===== src/rtl/cronometro_ctrl.sv =====
// cronometro_ctrl: button conditioning and run/lap/pause sequencer for the
// stopwatch datapath. Three raw buttons are synchronized, debounced and turned
// into single-cycle press pulses. A four-state FSM turns those pulses into
// count enable, a gated count tick, a clear pulse and a lap display freeze.

// Conditioning for one raw push-button: 2-FF synchronizer, debounce counter,
// and a one-cycle pulse on each debounced rising edge.
module cronometro_btn_cond #(
    parameter int DEB_CYCLES = 500000
) (
    input  logic clkin,
    input  logic reset,
    input  logic btn,
    output logic press
);

    // Wide enough to hold DEB_CYCLES-1, the last count before the level flips.
    localparam int DEB_W = (DEB_CYCLES > 1) ? $clog2(DEB_CYCLES) : 1;

    logic             sync_a;
    logic             sync_s;
    logic [DEB_W-1:0] deb_cnt;
    logic             db;
    logic             db_q;

    // Bring the asynchronous button into the clock domain.
    always_ff @(posedge clkin or negedge reset) begin
        if (!reset) begin
            sync_a <= 1'b0;
            sync_s <= 1'b0;
        end else begin
            sync_a <= btn;
            sync_s <= sync_a;
        end
    end

    // Accept a new level only after it has held for DEB_CYCLES consecutive cycles.
    always_ff @(posedge clkin or negedge reset) begin
        if (!reset) begin
            deb_cnt <= '0;
            db      <= 1'b0;
        end else if (sync_s == db) begin
            deb_cnt <= '0;
        end else if (deb_cnt == DEB_W'(DEB_CYCLES - 1)) begin
            db      <= sync_s;
            deb_cnt <= '0;
        end else begin
            deb_cnt <= deb_cnt + DEB_W'(1);
        end
    end

    // One pulse per debounced press; holding or releasing gives nothing more.
    always_ff @(posedge clkin or negedge reset) begin
        if (!reset) begin
            db_q  <= 1'b0;
            press <= 1'b0;
        end else begin
            db_q  <= db;
            press <= db & ~db_q;
        end
    end

endmodule

// Top-level control sequencer.
module cronometro_ctrl #(
    parameter int DEB_CYCLES = 500000,
    parameter int TICK_DIV   = 500000
) (
    input  logic       clkin,
    input  logic       reset,
    input  logic       btn_start,
    input  logic       btn_lap,
    input  logic       btn_clr,
    output logic       cnt_en,
    output logic       cnt_tick,
    output logic       cnt_clr,
    output logic       disp_freeze,
    output logic [1:0] state
);

    localparam int TICK_W = (TICK_DIV > 1) ? $clog2(TICK_DIV) : 1;

    typedef enum logic [1:0] {
        IDLE  = 2'b00,
        RUN   = 2'b01,
        PAUSE = 2'b10,
        LAP   = 2'b11
    } state_t;

    state_t              state_r;
    state_t              state_nx;
    logic                clr_take;
    logic                press_start;
    logic                press_lap;
    logic                press_clr;
    logic [TICK_W-1:0]   div;

    // RUN and LAP are the two states in which the datapath counts.
    function automatic logic is_counting(input state_t s);
        return (s == RUN) || (s == LAP);
    endfunction

    cronometro_btn_cond #(.DEB_CYCLES(DEB_CYCLES)) u_start (
        .clkin (clkin),
        .reset (reset),
        .btn   (btn_start),
        .press (press_start)
    );

    cronometro_btn_cond #(.DEB_CYCLES(DEB_CYCLES)) u_lap (
        .clkin (clkin),
        .reset (reset),
        .btn   (btn_lap),
        .press (press_lap)
    );

    cronometro_btn_cond #(.DEB_CYCLES(DEB_CYCLES)) u_clr (
        .clkin (clkin),
        .reset (reset),
        .btn   (btn_clr),
        .press (press_clr)
    );

    // Next-state selection: clr beats start beats lap, but a press the current
    // state ignores falls through to the next lower-priority press.
    always_comb begin
        state_nx = state_r;
        clr_take = 1'b0;
        case (state_r)
            IDLE: begin
                if (press_clr) begin
                    clr_take = 1'b1;
                end else if (press_start) begin
                    state_nx = RUN;
                end
            end
            RUN: begin
                if (press_start) begin
                    state_nx = PAUSE;
                end else if (press_lap) begin
                    state_nx = LAP;
                end
            end
            LAP: begin
                if (press_start) begin
                    state_nx = PAUSE;
                end else if (press_lap) begin
                    state_nx = RUN;
                end
            end
            PAUSE: begin
                if (press_clr) begin
                    state_nx = IDLE;
                    clr_take = 1'b1;
                end else if (press_start) begin
                    state_nx = RUN;
                end
            end
            default: begin
                state_nx = IDLE;
            end
        endcase
    end

    // State register with outputs decoded from the next state so they line up
    // with the state they describe.
    always_ff @(posedge clkin or negedge reset) begin
        if (!reset) begin
            state_r     <= IDLE;
            cnt_en      <= 1'b0;
            disp_freeze <= 1'b0;
            cnt_clr     <= 1'b0;
        end else begin
            state_r     <= state_nx;
            cnt_en      <= is_counting(state_nx);
            disp_freeze <= (state_nx == LAP);
            cnt_clr     <= clr_take;
        end
    end

    // Tick divider: advances only on cycles that stay in a counting state, so a
    // tick due on the way into PAUSE is held back and phase survives the pause.
    always_ff @(posedge clkin or negedge reset) begin
        if (!reset) begin
            div      <= '0;
            cnt_tick <= 1'b0;
        end else if ((state_r == IDLE) || cnt_clr) begin
            div      <= '0;
            cnt_tick <= 1'b0;
        end else if (is_counting(state_r) && is_counting(state_nx)) begin
            if (div == TICK_W'(TICK_DIV - 1)) begin
                div      <= '0;
                cnt_tick <= 1'b1;
            end else begin
                div      <= div + TICK_W'(1);
                cnt_tick <= 1'b0;
            end
        end else begin
            cnt_tick <= 1'b0;
        end
    end

    assign state = state_r;

endmodule

===== config.mk =====
export PLATFORM = sky130hd
export DESIGN_NAME = cronometro_ctrl
export DESIGN_NICKNAME = d
export VERILOG_FILES = /design/src/rtl/cronometro_ctrl.sv
export SDC_FILE = /design/constraint.sdc
export NUM_CORES = 1
export LEC_CHECK = 0
export ABC_AREA = 1
export CORE_UTILIZATION = 55
export DETAILED_ROUTE_END_ITERATION = 10
export GPL_TIMING_DRIVEN = 0
export PLACE_DENSITY = 0.85
export SLEW_MARGIN = 20
export SYNTH_ARGS = -nofsm -noshare
export SYNTH_HDL_FRONTEND = slang
export SYNTH_SLANG_ARGS = --single-unit

===== constraint.sdc =====
create_clock -name clkin -period 1.5 [get_ports clkin]
set_clock_uncertainty 0.1 [all_clocks]
set_input_delay 0.3 -clock clkin [delete_from_list [all_inputs] [get_ports clkin]]
set_output_delay 0.3 -clock clkin [all_outputs]
set_load 0.02 [all_outputs]

==> metrics.md <==
| Metric | Value |
|---|---|
| Status | finished with violations |
| Failing checks | negative setup slack |
| Cell Area, Synth | 5090 sq um |
| Initial antenna violation count | 0 |
| Final period util | 1.13 |
| Async set-or-reset flop fraction in the synthesized netlist | 1.00 |
| Pre-CTS WS | -0.194 ns |
| Pleak | 2.84 nW |
| Critical Path End Type | flop |
| Placed insts | 762 |
| Number of remaining DRC errors | 0 |
| Fin. Hold Viols | 0 |
| Core Footprint | 8850 sq um |
| Wire length on met2 | 7.29 mm |
| Register area share after synthesis | 0.472 |
| Fmax achieved | 591 MHz |
| Top-count cell post-synth | nor2_1 |
| Syn Inst Count | 643 |
| Clock-pin slew on the worst setup and hold paths | 0.11 ns |
| Clock Sinks | 96 |
| Vias in the first global route | 4,367 |
| Peak supply drop | 0.544 mV |
| Post-route non-filler standard cell count | 842 |
| Drt via density | 5.97 |
| Chip width | 98.2 microns |
| Fin. max-slew vios | 0 |
| Clock H-tree levels | 3 |
| Final setup vio count | 42 |
| Number of diodes | 0 |
| Rel. slew slack | 0.754 |
| Hold/Removal Path Class | input port to asynchronous set/reset pin |
| PwrDens | 679 nW/um^2 |
| Worst r2r src | cnt_en |
| First-pass GRT wire length | 19.6 mm |
| CTS tree | done |
| Top Ports | 11 |
| Worst-Skew Late Latency | 0.38 ns |
| Post-layout net count | 738 |
| Synth top area cells | dfrtp_1 (47%), nor2_1 (9.9%), nand2_1 (9.3%) |
| Met3 routed WL | 1.11 mm |
| Port buffer count | 10 |
| Leading area contributor after synthesis | dfrtp_1 |
| Total CTS buffers | 9 |
| Die area | 9650 sq um |
| Max layer used | met4 |
| Initial core utilization | 0.576 |
| Total congestion overflow | 0 |
| Detail Placement HPWL | 7.03 mm |
| Initial DRT Pass Iterations | 8 |
| RSZ-0062 raised after global routing | true |
| Share of layout cells above drive strength 1 | 0.342 |
| Post-synth EDFFs | 0 |
| Synth Flop Type | dfrtp_1 |
| Largest net degree at the start of global routing | 77 |
| Commonest cells in the netlist | nor2_1 (135), nand2_1 (126), dfrtp_1 (96) |
| Hold Slack | 0.219 ns |
| Minimum clock period | 1.69 ns |
| Area Overhead vs Synth | 30.4% |
| Fin worst setup slack | -0.193 ns |
| YS warnings | 0 |
| Fill cells | 548 |
| Met1 wire length | 5.43 mm |
| Max Cap Viol | 0 |
| Startpoint Class | flop |
| Max Fanout on Critical Path | 8 |
| Total Routing Usage GR | 0.251 |
| Syn_nets | 652 |
| Kind of critical path | flop to flop |
| CTS Buffer Depth | 2 |
| Least-Margin Pin Slew | 0.368 ns |
| Routed length per instance | 17.4 microns |
| Setup Total Neg Slack | -2.59 ns |
| Post-DRT Antenna Nets | 0 |
| Worst path arrival time | 1.87 ns |
| Clk root buf | clkbuf_8 |
| Critical path origin | cnt_en |
| Top cell type's share of synthesized area | 0.472 |
| Row cnt | 34 |
| Die Height | 98.2 microns |
| Initial DRC count | 314 |
| Worst reg-to-reg path cell count | 7 |
| DR vias | 5,023 |
| Tot Pwr | 4.51 mW |
| Flops & latches, synth | 96 |
| Mean Syn Cell Area | 7.92 sq um |
| Wirelength, routed | 14.6 mm |
| Worst Path Required | 1.67 ns |
| Library cells used by synthesis | 35 |
| Gpl congestion | 0.957 |
-- kinds of logic after synthesis --
logic type,after synthesis,synth area share
adders and majority gates,4,0.00982
xor gates and xnor gates,27,0.0494
DFF,96,0.472
and+or+nand+nor,402,0.366
AOI/OAI and AO/OA,32,0.0356
buffers and inverters,82,0.0675
-- sequential cells by signal, indices dropped and copies added (netlist names), 19 cells and up --
name and flops:
u_clr.deb_cnt 19, div 19, u_start.deb_cnt 19, u_lap.deb_cnt 19
-- through the flow --
| step | area [sq um] | utilization |
|---|---|---|
| detailed placement | 5360 | 0.606 |
| global placement | 5330 | 0.602 |
| CTS | 5920 | 0.669 |
| global route | 6650 | 0.751 |
| floorplan | 5090 | - |
| finish | 6650 | 0.751 |
-- final cells by class --
type | count | area, sq um | share of cell area
plain buffers | 6 | 77.6 | 0.0117
clock buffers | 11 | 141 | 0.0213
clock inverters | 5 | 38.8 | 0.00584
inverters | 76 | 299 | 0.0450
multi-input cells | 466 | 2850 | 0.428
flip-flops and latches | 96 | 2420 | 0.364
well taps | 108 | 135 | 0.0203
repair buffers | 74 | 689 | 0.104
-- cells in the final DEF, fill, tap and decap left out, types with 3 or more instances in the layout --
cell type / Yosys / routed
a21oi_1: 15 / 13
nand3b_1: 7 / 7
dfrtp_2: 0 / 13
nand3_1: 40 / 27
nor2_4: 7 / 23
nand4_1: 20 / 20
clkbuf_2: 0 / 3
o21a_1: 3 / 3
o21bai_1: 3 / 3
buf_12: 1 / 4
o21ai_1: 0 / 3
nand2_4: 2 / 14
xnor2_1: 6 / 4
nor2_1: 135 / 108
dfrtp_1: 96 / 83
ha_4: 0 / 3
nand3_2: 1 / 13
inv_6: 0 / 3
buf_4: 1 / 51
buf_6: 2 / 11
nor3b_1: 3 / 3
nand2_2: 14 / 30
nand2_1: 126 / 98
o21ai_0: 8 / 5
inv_4: 0 / 3
nor3_2: 0 / 3
clkbuf_8: 0 / 10
clkdlybuf4s50_1: 0 / 3
xor2_1: 19 / 17
nor3_1: 20 / 16
inv_2: 7 / 9
inv_1: 68 / 62
nor2_2: 24 / 35
-- metal layers --
layer | track usage | vias up
met5 | 0 | -
met3 | 0.0329 | 105
li1 | - | 2197
met4 | 0.111 | 0
met2 | 0.424 | 325
met1 | 0.327 | 2396
-- worst max-delay path: stages (launching register included) --
cell and delay [ns]:
dfrtp_2 0.45, buf_6 0.14, nand2_4 0.08, nand3_4 0.18, buf_8 0.20, a21oi_1 0.18
o21bai_1 0.17, nor2_1 0.07
-- power breakdown --
part | internal, mW | switching [mW]
logic | 0.0973 | 0.138
clock network | 0.662 | 0.970
registers | 2.61 | 0.0323
total | 3.37 | 1.14
-- worst paths after layout --
check	to	slack (ns)
max	div[2]	-0.19
min	div[16]	0.22
max reg2reg	div[2]	-0.19
min reg2reg	u_lap.sync_s	0.26
max in group asynchronous	u_clr.deb_cnt[1]	0.43
min in group clkin	u_lap.sync_a	0.25
-- repair_timing --
item,CTS,global route
endpoints found under the hold margin,20,0
resized for setup,55,123
setup buffers,21,39
hold buffers,1,0
pin swaps,23,47
setup endpoints to repair,62,64
cloned,2,2
Power figures use the tool's default switching activity.
